==> config.mk <==
export PLATFORM = sky130hd
export DESIGN_NAME = aclk_ctrl_fsm
export DESIGN_NICKNAME = d
export VERILOG_FILES = /design/src/rtl/aclk_pkg.sv /design/src/rtl/aclk_timeout_cnt.sv /design/src/rtl/aclk_ctrl_fsm.sv
export SDC_FILE = /design/constraint.sdc
export NUM_CORES = 1
export LEC_CHECK = 0
export CAP_MARGIN = 20
export CORE_AREA = 2 2 39 41
export CTS_BUF_LIST = sky130_fd_sc_hd__clkbuf_2 sky130_fd_sc_hd__clkbuf_4 sky130_fd_sc_hd__clkbuf_8
export DETAILED_ROUTE_END_ITERATION = 8
export DIE_AREA = 0 0 41 43
export DONT_BUFFER_PORTS = 1
export PLACE_DENSITY = 0.7
export SLEW_MARGIN = 20
export SYNTH_ARGS = -nofsm -noshare
export SYNTH_HDL_FRONTEND = slang
export SYNTH_HIERARCHICAL = 1
export SYNTH_SLANG_ARGS = --single-unit
==> constraint.sdc <==
create_clock -name clk -period 4.7 [get_ports clk]
set_input_delay 0 -clock clk [delete_from_list [all_inputs] [get_ports clk]]
set_output_delay 0 -clock clk [all_outputs]
set_load 0.05 [all_outputs]
==> src/rtl/aclk_pkg.sv <==
// Shared definitions for the alarm-clock keypad path: key codes, the
// controller state encoding and a digit test. Also used by the display mux
// and the key register.
package aclk_pkg;

  localparam logic [3:0] KEY_ALARM = 4'hA;
  localparam logic [3:0] KEY_TIME  = 4'hB;
  localparam logic [3:0] KEY_NONE  = 4'hF;

  typedef logic [2:0] aclk_state_t;

  localparam aclk_state_t SHOW_TIME        = 3'd0;
  localparam aclk_state_t KEY_STORED       = 3'd1;
  localparam aclk_state_t KEY_WAITED       = 3'd2;
  localparam aclk_state_t KEY_ENTRY        = 3'd3;
  localparam aclk_state_t SHOW_ALARM       = 3'd4;
  localparam aclk_state_t SET_ALARM_TIME   = 3'd5;
  localparam aclk_state_t SET_CURRENT_TIME = 3'd6;

  function automatic logic is_digit(input logic [3:0] k);
    return (k <= 4'd9);
  endfunction

  // Codes C..E are not assigned to keys and count as "no key pressed".
  function automatic logic is_nokey(input logic [3:0] k);
    return (k >= 4'hC);
  endfunction

endpackage

==> src/rtl/aclk_timeout_cnt.sv <==
// Keypad-idle timer: counts 1 Hz ticks while enabled, saturating at
// TIMEOUT_SEC, and flags timeout once that count is reached.
module aclk_timeout_cnt #(
  parameter int unsigned TIMEOUT_SEC = 10
) (
  input  logic clk,
  input  logic rst,
  input  logic clr,
  input  logic en,
  input  logic one_second,
  output logic timeout
);

  localparam logic [7:0] LIMIT = 8'(TIMEOUT_SEC);

  logic [7:0] cnt_q, cnt_d;

  // Next count: clear wins, otherwise step on a tick until saturated.
  always_comb begin
    cnt_d = cnt_q;
    if (clr) begin
      cnt_d = '0;
    end else if (en && one_second && (cnt_q != LIMIT)) begin
      cnt_d = cnt_q + 8'd1;
    end
  end

  // Count register.
  always_ff @(posedge clk or posedge rst) begin
    if (rst) begin
      cnt_q <= '0;
    end else begin
      cnt_q <= cnt_d;
    end
  end

  assign timeout = (cnt_q == LIMIT);

endmodule

==> src/rtl/aclk_ctrl_fsm.sv <==
// Keypad-entry controller: one shift strobe per digit press, load strobes
// to commit the entered time, display-select flags, and idle timeout.
module aclk_ctrl_fsm
  import aclk_pkg::*;
#(
  parameter int unsigned TIMEOUT_SEC = 10
) (
  input  logic       clk,
  input  logic       rst,
  input  logic       one_second,
  input  logic [3:0] key,
  output logic       shift,
  output logic       load_new_a,
  output logic       load_new_c,
  output logic       show_new_time,
  output logic       show_a
);

  aclk_state_t state_q, state_d;
  logic        timeout;
  logic        cnt_en;
  logic        cnt_clr;

  // Next-state logic; key events are tested before timeout.
  always_comb begin
    state_d = state_q;
    case (state_q)
      SHOW_TIME: begin
        if (key == KEY_ALARM)    state_d = SHOW_ALARM;
        else if (is_digit(key))  state_d = KEY_STORED;
      end
      KEY_STORED: state_d = KEY_WAITED;
      KEY_WAITED: begin
        if (is_nokey(key))       state_d = KEY_ENTRY;
        else if (timeout)        state_d = SHOW_TIME;
      end
      KEY_ENTRY: begin
        if (is_digit(key))         state_d = KEY_STORED;
        else if (key == KEY_ALARM) state_d = SET_ALARM_TIME;
        else if (key == KEY_TIME)  state_d = SET_CURRENT_TIME;
        else if (timeout)          state_d = SHOW_TIME;
      end
      SHOW_ALARM: begin
        if (key != KEY_ALARM)    state_d = SHOW_TIME;
      end
      SET_ALARM_TIME:   state_d = SHOW_TIME;
      SET_CURRENT_TIME: state_d = SHOW_TIME;
      default:          state_d = SHOW_TIME;
    endcase
  end

  // State register.
  always_ff @(posedge clk or posedge rst) begin
    if (rst) begin
      state_q <= SHOW_TIME;
    end else begin
      state_q <= state_d;
    end
  end

  // Clearing on the next state (not the current one) both resets the count on
  // entry to KEY_STORED and drops a tick that lands on an exit from the
  // waiting states.
  assign cnt_en  = (state_q == KEY_WAITED) || (state_q == KEY_ENTRY);
  assign cnt_clr = !((state_d == KEY_WAITED) || (state_d == KEY_ENTRY));

  aclk_timeout_cnt #(
    .TIMEOUT_SEC(TIMEOUT_SEC)
  ) u_timeout (
    .clk        (clk),
    .rst        (rst),
    .clr        (cnt_clr),
    .en         (cnt_en),
    .one_second (one_second),
    .timeout    (timeout)
  );

  // Moore outputs decoded from the state register.
  assign shift         = (state_q == KEY_STORED);
  assign load_new_a    = (state_q == SET_ALARM_TIME);
  assign load_new_c    = (state_q == SET_CURRENT_TIME);
  assign show_new_time = (state_q == KEY_STORED) || (state_q == KEY_WAITED) ||
                         (state_q == KEY_ENTRY);
  assign show_a        = (state_q == SHOW_ALARM);

endmodule

# Yosys cells after proc, flatten, opt, wreduce, memory -nomap -nowiden
# Index checks and enable logic that the tools add are counted.
# totals
output_inout_bits,5
input_bits,7
register_bits,11
# classes
muxes,11
n_reduce_logical,7
order_cmp,2
eq_ne,14
n_addsub,1
# op_table
op,n
$mux W3,8
$mux W8,2
$pmux W3 S5,1
$eq A3 B2 Y1 const B,4
$eq A3 B3 Y1 const B,3
$add A8 B1 Y8 const B,1
$eq A4 B4 Y1 const B,2
$eq A8 B4 Y1 const B,1
$ne A8 B4 Y1 const B,1
$ge A4 B4 Y1 const B,1
$le A4 B4 Y1 const B,1
$logic_or A1 B1 Y1,4
$ne A4 B4 Y1 const B,1
$eq A3 B1 Y1 const B,1
$logic_not A3 Y1,1
$logic_and A1 B1 Y1,2
$ne A2 B1 Y1 const B,1

# Logic depth before layout (Yosys ltp)
# depth
depth_word,9
mapped_depth,10
mapped_depth_nobuf,9

# By module
# Netlist, hierarchy kept.
# modules_own_cells
module,n_inst,seq_area_each_um2,cells_per_inst,area_each_um2
aclk_timeout_cnt,1,200.2,49,456.7
aclk_ctrl_fsm,1,75.1,33,277.8

# Worst setup path before layout
# Ideal clock, no wire load.
# synth_path
path_kind,register -> register
startpoint,reg u_timeout.cnt_q[0]
endpoint,reg u_timeout.cnt_q[0]
arrival_ps,1887
slack_ps,2689
setup_ps,125
stages_incl_launch_ff,11
path_cell_list,dfrtp_1 > inv_1 > ha_1 > and4bb_2 > and2_1 > a21bo_2 > a21oi_2 > o22a_1 > buf_4 > nor2_1 > mux2_2
# synth_via
elab_chain_len,9
word_cells_on_any_way,16
cone_classes,add/sub: 1; eq/ne: 5; mux: 8; reduce/logical: 2
# synth_lines
element,line_no,text
"start, declared",aclk_timeout_cnt.sv:16,"logic [7:0] cnt_q, cnt_d;"
"start signal, assigned",aclk_timeout_cnt.sv:33,cnt_q <= cnt_d;
$eq A8 B4 Y1 (*),aclk_timeout_cnt.sv:37,assign timeout = (cnt_q == LIMIT);
named net timeout,aclk_ctrl_fsm.sv:20,logic timeout;
$mux W3 (*),"aclk_ctrl_fsm.sv:35, aclk_ctrl_fsm.sv:41",
$mux W3,aclk_ctrl_fsm.sv:40,else if (key == KEY_TIME) state_d = SET_CURRENT_TIME;
$mux W3,aclk_ctrl_fsm.sv:39,else if (key == KEY_ALARM) state_d = SET_ALARM_TIME;
$mux W3,aclk_ctrl_fsm.sv:38,if (is_digit(key)) state_d = KEY_STORED;
$pmux W3 S5 (*),aclk_ctrl_fsm.sv:27,case (state_q)
$eq A3 B2 Y1,aclk_ctrl_fsm.sv:65,assign cnt_clr = !((state_d == KEY_WAITED) || (state_d == KEY_ENTRY));
$logic_or A1 B1 Y1 (*),aclk_ctrl_fsm.sv:65,
$ne A2 B1 Y1 (no line) or $mux W8 (tied branches),-,
# The timed path passes the listed nets; every way through them passes the cells marked *. The select of a mux whose other input is x is not followed.
# A chain may end at the register's enable or synchronous reset.

# Worst setup path in the final report
# layout_path
startpoint,reg u_timeout.cnt_q[0]
endpoint,reg state_q[1]
# layout_via
elab_chain_len,6
word_cells_on_any_way,7
cone_classes,eq/ne: 1; mux: 6
# layout_lines
element,line_no,text
$eq A8 B4 Y1 (*),aclk_timeout_cnt.sv:37,
named net timeout,aclk_ctrl_fsm.sv:20,
$mux W3 (*),"aclk_ctrl_fsm.sv:35, aclk_ctrl_fsm.sv:41",
$mux W3,aclk_ctrl_fsm.sv:40,
$mux W3,aclk_ctrl_fsm.sv:39,
$mux W3,aclk_ctrl_fsm.sv:38,
$pmux W3 S5 (*),aclk_ctrl_fsm.sv:27,
named net state_d[1],aclk_ctrl_fsm.sv:19,"aclk_state_t state_q, state_d;"
"end signal, assigned",aclk_ctrl_fsm.sv:57,state_q <= state_d;
"end, declared",aclk_ctrl_fsm.sv:19,
# The timed path passes the listed nets; every way through them passes the cells marked *.

==> flow_summary.yaml <==
outcome:
  status: "completed"
power_and_ir_drop:
  share_clk_of_total_power_pct: 18.3
  switching_power_uw: 168
  seq_power_share_pct: 35.9
  comb_power_share_pct: 45.8
  power.leakage_uw: 0.000364
  power.density_nw_per_um2: 465
  p_int_uw: 221
  swShare_pct: 43.2
  ir_drop_mv: 0.363
synthesis:
  synth_common_cells: "dfrtp_1, a21oi_1, inv_1"
  synthSimpleGateAreaFrac_pct: 29.3
  yosys_warnings: 6
  synthXorXnorAreaFrac_pct: 0
  yosysMostFrequentCell: "dfrtp_1"
  synth_area_leaders: "dfrtp_1, a21oi_1, inv_1, and2_1, ha_1"
  ys_types: 34
  async_reset_ff_share_pct: 100
  netlist_area_um2: 734
  synth_mux_area_share_pct: 2.90
  synth.largest_area_cell: "dfrtp_1"
  ys_ff_latch: 11
  synth-edff-count: 0
  syn_nets: 91
  synth_compound_area_share_pct: 22.3
  netlist_instances: 82
  synth_top_family_by_area: "simple AND/OR/NAND/NOR gates"
  dominantRegCellSynth: "dfrtp_1"
  ys_seq_area_share_pct: 37.5
  synth_fa_ha_area_share_pct: 3.41
  avgSynthCellArea_um2: 8.96
  synth_top_area_share_pct: 37.5
critical_path:
  required_ns: 4.86
  critical-path-max-stage-delay_ns: 0.57
  cp_top_family: "buffers and inverters"
  crit_cells: 8
  r2r_cells: 8
  critPathLaunch: "u_timeout/cnt_q[0]$_DFFE_PP0P_"
  crit_chain: "inv_1 -> ha_1 -> and4bb_2 -> and2_1 -> a21bo_2 -> a21oi_2 -> o22ai_1 -> dlygate4sd3_1"
  path_max_fanout: 4
  crit_end: "state_q[1]$_DFF_PP0_"
  worstSetupPathType: "register to register"
  cp.arrival_ns: 2.41
  path_buf_inv: 2
  reg2reg_slack_ns: 2.45
  cp-start-kind: "register"
  cp-end-kind: "register"
  reg2reg_to: "state_q[1]$_DFF_PP0_"
  worst_path_max_delay_cell: "dlygate4sd3_1"
  r2r_start: "u_timeout/cnt_q[0]$_DFFE_PP0P_"
route:
  via_per_inst: 5.85
  num_vias: 626
  drtAntennaViolNets: 0
  drc: 0
  drt_iter0_markers: 11
  firstDrtPassIters: 4
  finalWirelength_mm: 1.39
  avgRoutedWirePerCell_um: 13.0
place:
  port_buffers: 0
  place_congestion: 0.883
  pre_cts_ws_ns: 2.46
  place_hpwl_mm: 1.01
global_route:
  grt_pass1_wl_mm: 2.33
  grt_usage_pct: 19.6
  grt_pass1_vias: 535
  antenna_found_initial: 0
  grt_max_degree: 10
  grt-ovfl-total: 0
clock_tree:
  clock_latency_ns: 0.27
  clock-sinks: 11
  cts_made_buffers: 3
  htreeDepth: 1
  max-clock-path-buffers: 2
  ctsHoldBuffers: 6
  cts_setup_buffers: 0
  cts_resized: 0
  cts-root-buf: "clkbuf_4"
  clk_pin_slew_worst_paths_ns: 0.07
  cts_tree: "yes"
sta:
  max_freq_mhz: 444
  max_slew.worst_pin.slew_ns: 0.918
  layout_setup_ws_ns: 2.45
  rsz0062_at_grt: "false"
  final_max_slew_viol_count: 0
  setup_viol: 0
  timing.final.crit_period_ns: 2.25
  relSlewSlack_pct: 38.7
  hold_violations: 0
  tns_ns: 0
  timing.final.crit_share_pct: 48.0
  fin_skew_ns: 0.00372
worst_hold_path:
  hold_depth: 3
  hold_path_class: "input pin to register"
floorplan:
  rows: 14
  dieHeight_um: 43
  num_io_pins: 12
  start_util_pct: 53.1
  die-area_um2: 1760
  die_w_um: 41
  core_area_um2: 1380
finish:
  area_delta_synth_final_pct: 14.0
  nets: 101
  drive_above_1_share_pct: 15.4
  fill_cells: 129
  antennaDiodeCount: 0
flow_run:
  cap_violations: 0
## kinds of logic (layout without fill, tap and decap cells)
group | count (synthesis) | count (layout)
mux | 2 | 2
buf+inv | 8 | 17
compound gates | 24 | 24
flops | 11 | 11
simple gates | 35 | 35
fa+ha+maj | 2 | 2
## how the worst min path moves through the flow
| stage | from | end |
|---|---|---|
| 2_1_floorplan | rst | state_q[0]$_DFF_PP0_ |
| 3_3_place_gp | rst | state_q[0]$_DFF_PP0_ |
| 3_5_place_dp | rst | state_q[2]$_DFF_PP0_ |
| 4_1_cts | key[2] | state_q[0]$_DFF_PP0_ |
| 5_1_grt | rst | state_q[1]$_DFF_PP0_ |
| 6_report | key[2] | state_q[0]$_DFF_PP0_ |
## sequential cells by signal, summed over array words and instances, names as in the netlist
| signal | flops |
|---|---|
| state_q | 3 |
| u_timeout/cnt_q | 8 |
## layout make-up
type / count / area (um^2) / area share [%]
Tap cell: 16 / 20.0 / 2.39
Timing Repair Buffer: 6 / 60.1 / 7.17
Inverter: 7 / 26.3 / 3.14
Multi-Input combinational cell: 63 / 425 / 50.8
Sequential cell: 11 / 275 / 32.9
Clock buffer: 4 / 30.0 / 3.59
## through the flow
step	util [%]	instances	total power (uW)	hold WS, ns	area (um^2)
3_3_place_gp	54.0	97	304	-0.237	747
4_1_cts	60.5	107	392	0.0139	837
5_1_grt	60.5	107	420	0.0686	837
6_report	60.5	107	390	0.0208	837
2_1_floorplan	-	82	287	-0.246	734
3_5_place_dp	54.0	97	307	-0.239	747
## worst min-delay path: stages
cell and delay (ns):
nand2_1 0.03, a21boi_1 0.11, o32ai_1 0.10
## layer usage
layer | global-route usage (%) | routed length, um
met5 | 0 | 0
met4 | 8.00 | 19
met3 | 6.81 | 66
met2 | 23.8 | 617
met1 | 30.7 | 689
## power groups by stage
stage                     Sequential [uW]  Clock [uW]  Combinational (uW)
after floorplan                       133           0                 154
after global placement                140           0                 164
after detailed placement              141           0                 166
after CTS                             139        74.4                 179
after global routing                  144        76.9                 199
final                                 140        71.2                 178
## cell usage in the layout (no fill, tap or decap)
| master | instances |
|---|---|
| dlygate4sd3_1 | 6 |
| mux2i_1 | 1 |
| o22a_1 | 1 |
| dfrtp_1 | 11 |
| mux2_2 | 1 |
| and4bb_2 | 1 |
| o32ai_1 | 1 |
| nor2_1 | 4 |
| a211o_2 | 1 |
| a21oi_1 | 9 |
| ha_1 | 2 |
| nand2_1 | 6 |
| o221a_2 | 1 |
| o21ai_0 | 5 |
| and3_1 | 1 |
| a21oi_2 | 1 |
| or3_1 | 4 |
| o2111ai_2 | 1 |
| clkbuf_4 | 4 |
| nor2b_1 | 3 |
| and2_1 | 4 |
| or4_1 | 1 |
| o31ai_1 | 1 |
| nand3_1 | 3 |
| nor2b_4 | 1 |
| a21bo_2 | 1 |
| inv_1 | 7 |
| o22ai_1 | 1 |
| or3_2 | 1 |
| nand3b_1 | 2 |
| and2b_1 | 1 |
| nor3_1 | 1 |
| nand4_2 | 1 |
| nand4_1 | 1 |
| a21boi_1 | 1 |
Note: power is estimated with default switching activity, not from simulation.
